==> src/rtl/stopwatch_pkg.sv <==
// Shared types and constants for the mm:ss stopwatch controller.
package stopwatch_pkg;

    localparam int BCD_W   = 4;
    localparam int SEC_MAX = 59;

    // Controller states; the encodings match the values the display/debug logic expects.
    typedef enum logic [1:0] {
        ST_STOPPED = 2'd0,
        ST_RUNNING = 2'd1,
        ST_ADJUST  = 2'd2
    } state_t;

    // Split a two-digit decimal constant into its BCD tens digit.
    function automatic logic [BCD_W-1:0] tens_of(input int value);
        return BCD_W'(value / 10);
    endfunction

    // Split a two-digit decimal constant into its BCD ones digit.
    function automatic logic [BCD_W-1:0] ones_of(input int value);
        return BCD_W'(value % 10);
    endfunction

endpackage

==> src/rtl/bcd2_counter.sv <==
// Two-digit BCD counter that wraps to 00 after a programmable maximum.
// carry_out is combinational: it flags the increment that causes the wrap,
// so a cascaded counter can advance on the same clock edge.
module bcd2_counter
    import stopwatch_pkg::*;
(
    input  logic             clk,
    input  logic             rst,
    input  logic             clr,
    input  logic             inc,
    input  logic [BCD_W-1:0] max_tens,
    input  logic [BCD_W-1:0] max_ones,
    output logic [BCD_W-1:0] tens,
    output logic [BCD_W-1:0] ones,
    output logic             carry_out
);

    logic at_max;

    assign at_max    = (tens == max_tens) && (ones == max_ones);
    assign carry_out = inc && !clr && at_max;

    // Digit registers: clear wins, then increment with BCD ones->tens carry.
    // NOTE: sequential state is written only with non-blocking assignments so every
    // register samples the pre-edge values of the others.
    always_ff @(posedge clk or negedge rst) begin
        if (!rst) begin
            tens <= '0;
            ones <= '0;
        end else if (clr) begin
            tens <= '0;
            ones <= '0;
        end else if (inc) begin
            if (at_max) begin
                tens <= '0;
                ones <= '0;
            end else if (ones >= BCD_W'(9)) begin
                ones <= '0;
                tens <= tens + BCD_W'(1);
            end else begin
                ones <= ones + BCD_W'(1);
            end
        end
    end

endmodule

==> src/rtl/stopwatch_ctrl.sv <==
// Stopwatch sequencing controller: press detection, STOPPED/RUNNING/ADJUST FSM,
// mm:ss BCD counting, manual field adjust and blink control for the display.
module stopwatch_ctrl
    import stopwatch_pkg::*;
#(
    parameter int MIN_MAX    = 99,
    parameter bit SAT_AT_MAX = 1'b1
) (
    input  logic             clk,
    input  logic             rst,
    input  logic             tick_1hz,
    input  logic             tick_adj,
    input  logic             tick_blink,
    input  logic             btn_reset,
    input  logic             btn_pause,
    input  logic             adj_en,
    input  logic             adj_sel,
    output logic [BCD_W-1:0] min_tens,
    output logic [BCD_W-1:0] min_ones,
    output logic [BCD_W-1:0] sec_tens,
    output logic [BCD_W-1:0] sec_ones,
    output logic             running,
    output logic             blank_min,
    output logic             blank_sec
);

    localparam logic [BCD_W-1:0] MIN_T = tens_of(MIN_MAX);
    localparam logic [BCD_W-1:0] MIN_O = ones_of(MIN_MAX);
    localparam logic [BCD_W-1:0] SEC_T = tens_of(SEC_MAX);
    localparam logic [BCD_W-1:0] SEC_O = ones_of(SEC_MAX);

    state_t state, next_state;
    logic   btn_reset_q, btn_pause_q;
    logic   press_reset, press_pause;
    logic   phase, phase_d;
    logic   at_end;
    logic   run_tick, adj_sec, adj_min;
    logic   sec_inc, min_inc, sec_carry;
    // The minutes rollover has no consumer; wrap is handled inside the counter.
    logic   min_carry_unused;

    assign press_reset = btn_reset & ~btn_reset_q;
    assign press_pause = btn_pause & ~btn_pause_q;

    assign at_end = (min_tens == MIN_T) && (min_ones == MIN_O) &&
                    (sec_tens == SEC_T) && (sec_ones == SEC_O);

    // Running ticks feed seconds and ripple into minutes; adjust ticks hit one field only.
    assign sec_inc = run_tick | adj_sec;
    assign min_inc = adj_min | (run_tick & sec_carry);

    bcd2_counter u_sec (
        .clk       (clk),
        .rst       (rst),
        .clr       (press_reset),
        .inc       (sec_inc),
        .max_tens  (SEC_T),
        .max_ones  (SEC_O),
        .tens      (sec_tens),
        .ones      (sec_ones),
        .carry_out (sec_carry)
    );

    bcd2_counter u_min (
        .clk       (clk),
        .rst       (rst),
        .clr       (press_reset),
        .inc       (min_inc),
        .max_tens  (MIN_T),
        .max_ones  (MIN_O),
        .tens      (min_tens),
        .ones      (min_ones),
        .carry_out (min_carry_unused)
    );

    // Next state and count enables, in priority order reset > adj_en > pause > ticks.
    // NOTE: every signal driven here gets a default first, so no path can infer a latch.
    always_comb begin
        next_state = state;
        run_tick   = 1'b0;
        adj_sec    = 1'b0;
        adj_min    = 1'b0;
        if (press_reset) begin
            next_state = adj_en ? ST_ADJUST : ST_STOPPED;
        end else if (adj_en) begin
            next_state = ST_ADJUST;
            // Only already-settled ADJUST honours tick_adj; the entry cycle drops it.
            if (state == ST_ADJUST && tick_adj) begin
                adj_sec = ~adj_sel;
                adj_min = adj_sel;
            end
        end else begin
            unique case (state)
                ST_ADJUST:  next_state = ST_STOPPED;
                ST_STOPPED: if (press_pause) next_state = ST_RUNNING;
                ST_RUNNING: begin
                    if (tick_1hz && at_end && SAT_AT_MAX) begin
                        next_state = ST_STOPPED;
                    end else begin
                        run_tick = tick_1hz;
                        if (press_pause) next_state = ST_STOPPED;
                    end
                end
                default:    next_state = ST_STOPPED;
            endcase
        end
    end

    // Blink phase runs only while ADJUST persists; any other cycle restarts it at 0.
    assign phase_d = (state == ST_ADJUST && next_state == ST_ADJUST) ? (phase ^ tick_blink) : 1'b0;

    // State, press history, blink phase and registered display controls.
    // NOTE: only control registers are reset; there is no memory array here to leave un-reset.
    always_ff @(posedge clk or negedge rst) begin
        if (!rst) begin
            state       <= ST_STOPPED;
            btn_reset_q <= 1'b0;
            btn_pause_q <= 1'b0;
            phase       <= 1'b0;
            running     <= 1'b0;
            blank_min   <= 1'b0;
            blank_sec   <= 1'b0;
        end else begin
            state       <= next_state;
            btn_reset_q <= btn_reset;
            btn_pause_q <= btn_pause;
            phase       <= phase_d;
            running     <= (next_state == ST_RUNNING);
            blank_min   <= (next_state == ST_ADJUST) & phase_d & adj_sel;
            blank_sec   <= (next_state == ST_ADJUST) & phase_d & ~adj_sel;
        end
    end

endmodule

==> config.mk <==
export PLATFORM = sky130hd
export DESIGN_NAME = stopwatch_ctrl
export DESIGN_NICKNAME = d
export VERILOG_FILES = /design/src/rtl/stopwatch_pkg.sv /design/src/rtl/bcd2_counter.sv /design/src/rtl/stopwatch_ctrl.sv
export SDC_FILE = /design/constraint.sdc
export NUM_CORES = 1
export LEC_CHECK = 0
export BUFFER_PORTS_ARGS = -buffer_cell sky130_fd_sc_hd__buf_4
export CAP_MARGIN = 0
export CELL_PAD_IN_SITES_DETAIL_PLACEMENT = 0
export CELL_PAD_IN_SITES_GLOBAL_PLACEMENT = 1
export CORE_MARGIN = 10
export CORE_UTILIZATION = 39
export CTS_CLUSTER_SIZE = 30
export DETAILED_ROUTE_END_ITERATION = 12
export HOLD_SLACK_MARGIN = 0.08
export PLACE_DENSITY_LB_ADDON = 0.08
export SLEW_MARGIN = 20
export SYNTH_ARGS = -nofsm -noshare
export SYNTH_HDL_FRONTEND = slang
export SYNTH_HIERARCHICAL = 1
export SYNTH_SLANG_ARGS = --single-unit
==> constraint.sdc <==
create_clock -name clk -period 2.7 [get_ports clk]
set_input_delay 0.675 -clock clk [delete_from_list [all_inputs] [get_ports clk]]
set_output_delay 0.675 -clock clk [all_outputs]
set_load 0.1 [all_outputs]
# Yosys cells after proc, flatten, opt, wreduce, memory -nomap -nowiden
# Index checks and enable logic that the tools add are counted.
totals:
  register_bits: 24
  latch_bits: 0
  ram_bits: 0
  rom_bits: 0
  inputBits: 9
  output_inout_bits: 19
  wordCells: 88
  mem_count: 0
classes:
  addsub: 4
  mul: 0
  div_mod_pow: 0
  order_cmp: 2
  eq_ne: 8
  shifts: 0
  mux: 34
  bitwise_logic: 12
  n_reduce_logical: 17
ops:
  columns: ["op", "n"]
  rows:
  - ["two-way mux 4 bit", 16]
  - ["adder 4 x 1 -> 4 bit, second input constant", 4]
  - ["equality test 4 bit, second input constant", 3]
  - ["two-way mux 2 bit", 6]
  - ["two-way mux 1 bit", 11]
  - ["logical AND 1 bit", 9]
  - [">= comparator 4 bit, second input constant", 2]
  - ["bitwise AND 1 bit", 6]
  - ["nonzero test 3 bit", 2]
  - ["equality test 2 x 1 -> 1 bit, second input constant", 2]
  - ["equality test 2 bit, second input constant", 2]
  - ["equality test 4 x 3 -> 1 bit, second input constant", 1]
  - ["one-hot mux 2 bit (2 select lines)", 1]
  - ["AND reduction 2 bit", 2]
  - ["nonzero test 2 bit", 2]
  - ["inverter 1 bit", 3]
  - ["zero test 2 bit", 1]
  - ["OR 1 bit", 2]
  - ["zero test 1 bit", 1]
  - ["XOR 1 bit", 1]

# Logic depth before layout (Yosys ltp)
depth:
  ltp_word: 16
  depth_mapped: 10
  mapped_depth_nobuf: 10

# Modules after synthesis
# Netlist, hierarchy kept.
by_module_without_submodules:
  columns: ["module", "instances", "cells_each", "area_per_inst_um2"]
  rows:
  - ["bcd2_counter", 2, 58, 586.8]
  - ["stopwatch_ctrl", 1, 38, 406.6]

# Worst setup path before layout
# OpenSTA, ideal clock, no wires.
synth_timing:
  path_type: "register to register"
  startpoint: "register u_min.ones[2]"
  endpoint: "register u_min.tens[2]"
  setup_ps: 69
  arrival_time_ps: 3201
  setup_slack_ps: -570
  path_stages_with_launch: 11
  n_path_buf: 0
  cell_sequence: "dfrtp_1 and4bb_1 and4_4 o22ai_1 and3b_1 inv_1 o32ai_2 nor2_1 or3_1 nor3_1 a311o_1"
synth_via:
  elab_chain_cells: 16
  word_cells_on_any_way: 21
  classes_between: "order compare: 1; eq/ne: 1; mux: 7; bitwise: 3; reduce/logical: 9"
synth_rtl:
  columns: ["item", "line_no", "rtl"]
  rows:
  - ["start, declared", "bcd2_counter.sv:14", "output logic [BCD_W-1:0] ones,"]
  - ["start signal, assigned", "bcd2_counter.sv:41", "ones <= ones + BCD_W'(1);"]
  - ["equality test 4 bit", "stopwatch_ctrl.sv:45", "assign at_end = (min_tens == MIN_T) && (min_ones == MIN_O) &&"]
  - ["logical AND 1 bit (2 in series)", "stopwatch_ctrl.sv:45", null]
  - ["logical AND 1 bit", "stopwatch_ctrl.sv:46", "(sec_tens == SEC_T) && (sec_ones == SEC_O);"]
  - ["logical AND 1 bit", "stopwatch_ctrl.sv:97", "if (tick_1hz && at_end && SAT_AT_MAX) begin"]
  - ["two-way mux 1 bit", "stopwatch_ctrl.sv:97", null]
  - ["two-way mux 1 bit", "stopwatch_ctrl.sv:93", "unique case (state)"]
  - ["two-way mux 1 bit", "stopwatch_ctrl.sv:85", "end else if (adj_en) begin"]
  - ["two-way mux 1 bit", "stopwatch_ctrl.sv:83", "if (press_reset) begin"]
  - ["OR 1 bit", "stopwatch_ctrl.sv:49", "assign sec_inc = run_tick | adj_sec;"]
  - ["via sec_inc", "stopwatch_ctrl.sv:38", "logic sec_inc, min_inc, sec_carry;"]
  - ["logical AND 1 bit (2 in series)", "bcd2_counter.sv:21", "assign carry_out = inc && !clr && at_max;"]
  - ["via sec_carry", "stopwatch_ctrl.sv:38", null]
  - ["bitwise AND 1 bit", "stopwatch_ctrl.sv:50", "assign min_inc = adj_min | (run_tick & sec_carry);"]
  - ["OR 1 bit", "stopwatch_ctrl.sv:50", null]
  - ["via min_inc", "stopwatch_ctrl.sv:38", null]
  - ["nonzero test 2 bit (no line)", null, null]
  - ["AND reduction 2 bit (no line)", null, null]
  - ["end signal, assigned", "bcd2_counter.sv:39", "tens <= tens + BCD_W'(1);"]
  - ["end, declared", "bcd2_counter.sv:13", "output logic [BCD_W-1:0] tens,"]
# The timed path passes the listed nets, and every way through them passes these cells. The select of a mux whose other input is x is not followed.
# A chain may end at the register's enable or synchronous reset.

# Final worst setup path
layout_timing:
  startpoint: "register u_sec.ones[2]"
  endpoint: "register u_min.tens[2]"
layout_via:
  elab_chain_cells: 14
  word_cells_on_any_way: 15
  classes_between: "eq/ne: 1; mux: 4; bitwise: 3; reduce/logical: 7"
layout_rtl:
  columns: ["item", "line_no"]
  rows:
  - ["start, declared", "bcd2_counter.sv:14"]
  - ["start signal, assigned", "bcd2_counter.sv:41"]
  - ["equality test 4 bit", "stopwatch_ctrl.sv:46"]
  - ["logical AND 1 bit", "stopwatch_ctrl.sv:46"]
  - ["logical AND 1 bit", "stopwatch_ctrl.sv:97"]
  - ["two-way mux 1 bit", "stopwatch_ctrl.sv:97"]
  - ["two-way mux 1 bit", "stopwatch_ctrl.sv:93"]
  - ["two-way mux 1 bit", "stopwatch_ctrl.sv:85"]
  - ["two-way mux 1 bit", "stopwatch_ctrl.sv:83"]
  - ["OR 1 bit", "stopwatch_ctrl.sv:49"]
  - ["via sec_inc", "stopwatch_ctrl.sv:38"]
  - ["logical AND 1 bit (2 in series)", "bcd2_counter.sv:21"]
  - ["via sec_carry", "stopwatch_ctrl.sv:38"]
  - ["bitwise AND 1 bit", "stopwatch_ctrl.sv:50"]
  - ["OR 1 bit", "stopwatch_ctrl.sv:50"]
  - ["via min_inc", "stopwatch_ctrl.sv:38"]
  - ["nonzero test 2 bit (no line)", null]
  - ["AND reduction 2 bit (no line)", null]
# The timed path passes the listed nets, and every way through them passes these cells.

==> results.json <==
{
  "cts-resized-gates": 0,
  "gp_congestion": 0.791,
  "outcome": "finished, final reports clean",
  "hold_path_class": "in2async",
  "initial_core_util": 0.399,
  "fin_nets": 220,
  "dieWidth_um": 83.5,
  "fin_area_sq_um": 2070,
  "wirelength_met1_mm": 1.68,
  "dr.max_layer_used": "met4",
  "worstMarginPinSlew_ns": 0.545,
  "required_ns": 2.85,
  "fp.dieArea_sq_um": 6970,
  "fmax_mhz": 394,
  "post-place-ws_ns": 0.108,
  "drc": 0,
  "wl_met2_mm": 1.92,
  "cts_tree": "yes",
  "initialDrtViolationCount": 46,
  "vias": 1300,
  "grt_pass1_wl_mm": 6.53,
  "layout_common_cells": "buf_4, xnor2_1, conb_1, dfrtp_4, nor2_1",
  "grt_overflow": 0,
  "grt_usage": 0.109,
  "rsz0062_at_grt": "no",
  "setup_viol": 0,
  "antenna_found_initial": 0,
  "drtPass1Iterations": 4,
  "power_density_nw_per_um2": 636,
  "clock_insertion_delay_worst_skew_ns": 0.26,
  "finalCriticalPeriod_ns": 2.54,
  "first_global_vias": 1392,
  "place_area_sq_um": 2000,
  "p_leak_nw": 0.880,
  "slew_viol_final": 0,
  "worstSetupPathType": "reg2reg",
  "diodes": 0,
  "postCtsSetupBuffers": 0,
  "r2r_end": "u_min/tens[2]",
  "routed_wl_mm": 3.80,
  "htree_levels": 1,
  "slew_headroom": 0.635,
  "numClockSinks": 24,
  "timing.final.crit_share": 0.941,
  "cp-end-kind": "flip-flop",
  "cts_hold_buf": 0,
  "netlist_area_sq_um": 1570,
  "layout-drive-gt1-share": 0.327,
  "synth.avg_cell_area_sq_um": 10.3,
  "timing.rr.start": "u_sec/ones[2]",
  "power_w": 0.00132,
  "critical_path.startpoint_type": "flip-flop",
  "fin_setup_tns_ns": 0,
  "port-buffer-count": 27,
  "maxCapViolCount": 0,
  "crit_arrival_ns": 2.69,
  "wl_per_cell_um": 15.1,
  "ios": 28,
  "antenna_left": 0,
  "cts_root_buf": "clkbuf_8",
  "grt_max_degree": 25,
  "final_common_cell": "buf_4",
  "die-height_um": 83.5,
  "yosys_warnings": 6,
  "core_area_sq_um": 3940,
  "reg2reg_depth": 10,
  "row_count": 23,
  "areaGrowthSynthToFinish_pct": 31.8,
  "crit_fanout": 8,
  "worst_slack_ns": 0.159,
  "finalHoldViolations": 0,
  "dr_wl_met3_um": 188,
  "vdd_drop_max_mv": 0.334,
  "hpwl_mm": 2.94,
  "skew_ns": 0.00146,
  "cts_made_buffers": 3,
  "syn_inst": 153,
  "via_per_inst": 5.16,
  "clockBufferDepth": 2,
  "clk_pin_slew_ns": 0.09,
  "r2r_slack_ns": 0.16
}
[flip-flops by register name (all words and copies together) (netlist names)]
| register | cells |
|---|---|
| phase | 1 |
| u_min/ones | 4 |
| u_sec/tens | 4 |
| u_sec/ones | 4 |
| blank_min | 1 |
| running | 1 |
| btn_pause_q | 1 |
| btn_reset_q | 1 |
| state | 2 |
| u_min/tens | 4 |
| blank_sec | 1 |
[power by group]
group	switching (W)	internal, W
combinational	0.000361	0.000159
clock	0.000117	0.000198
sequential	0.0000667	0.000415
total	0.000546	0.000772
[critical path: stages, from the launching register on]
cell      delay (ns)
dfrtp_4         0.52
and4bb_1        0.30
and4_4          0.27
o22ai_2         0.10
and3b_1         0.16
inv_1           0.08
o32ai_4         0.10
nor2_1          0.36
or3_1           0.18
nor3_1          0.04
a311o_1         0.32
[area by class of cell]
cell class | count | area [sq um]
well taps | 50 | 62.6
flip-flops and latches | 24 | 661
clock inverters | 1 | 30.0
clock buffers | 3 | 41.3
repair buffers | 32 | 240
multi-input cells | 132 | 1000
fillers | 355 | 1870
inverters | 10 | 37.5
[worst max-delay path by stage]
stage | start | endpoint | slack, ns | depth (start not counted)
2_1_floorplan | u_min/ones[2] | u_min/tens[2] | 0.006 | 10
3_3_place_gp | btn_reset | u_min/tens[2] | 0.20 | 11
3_5_place_dp | btn_reset | u_min/tens[2] | 0.11 | 11
4_1_cts | u_min/tens[2] | u_min/tens[2] | 0.16 | 10
5_1_grt | u_min/ones[1] | u_min/tens[2] | 0.02 | 10
6_report | u_sec/ones[2] | u_min/tens[2] | 0.16 | 10
[routing by layer]
layer / track usage / vias to the layer above
met2: 0.194 / 22
met4: 0.0320 / 0
li1: - / 646
met5: 0 / -
met3: 0.0283 / 2
met1: 0.124 / 630
[stage by stage]
step / instances / utilization / hold WS (ns)
2_1_floorplan: 167 / - / 0.379
3_3_place_gp: 248 / 0.507 / 0.552
3_5_place_dp: 248 / 0.507 / 0.547
4_1_cts: 252 / 0.526 / 0.306
5_1_grt: 252 / 0.526 / 0.297
6_report: 252 / 0.526 / 0.299
Power figures use the tool's default switching activity.
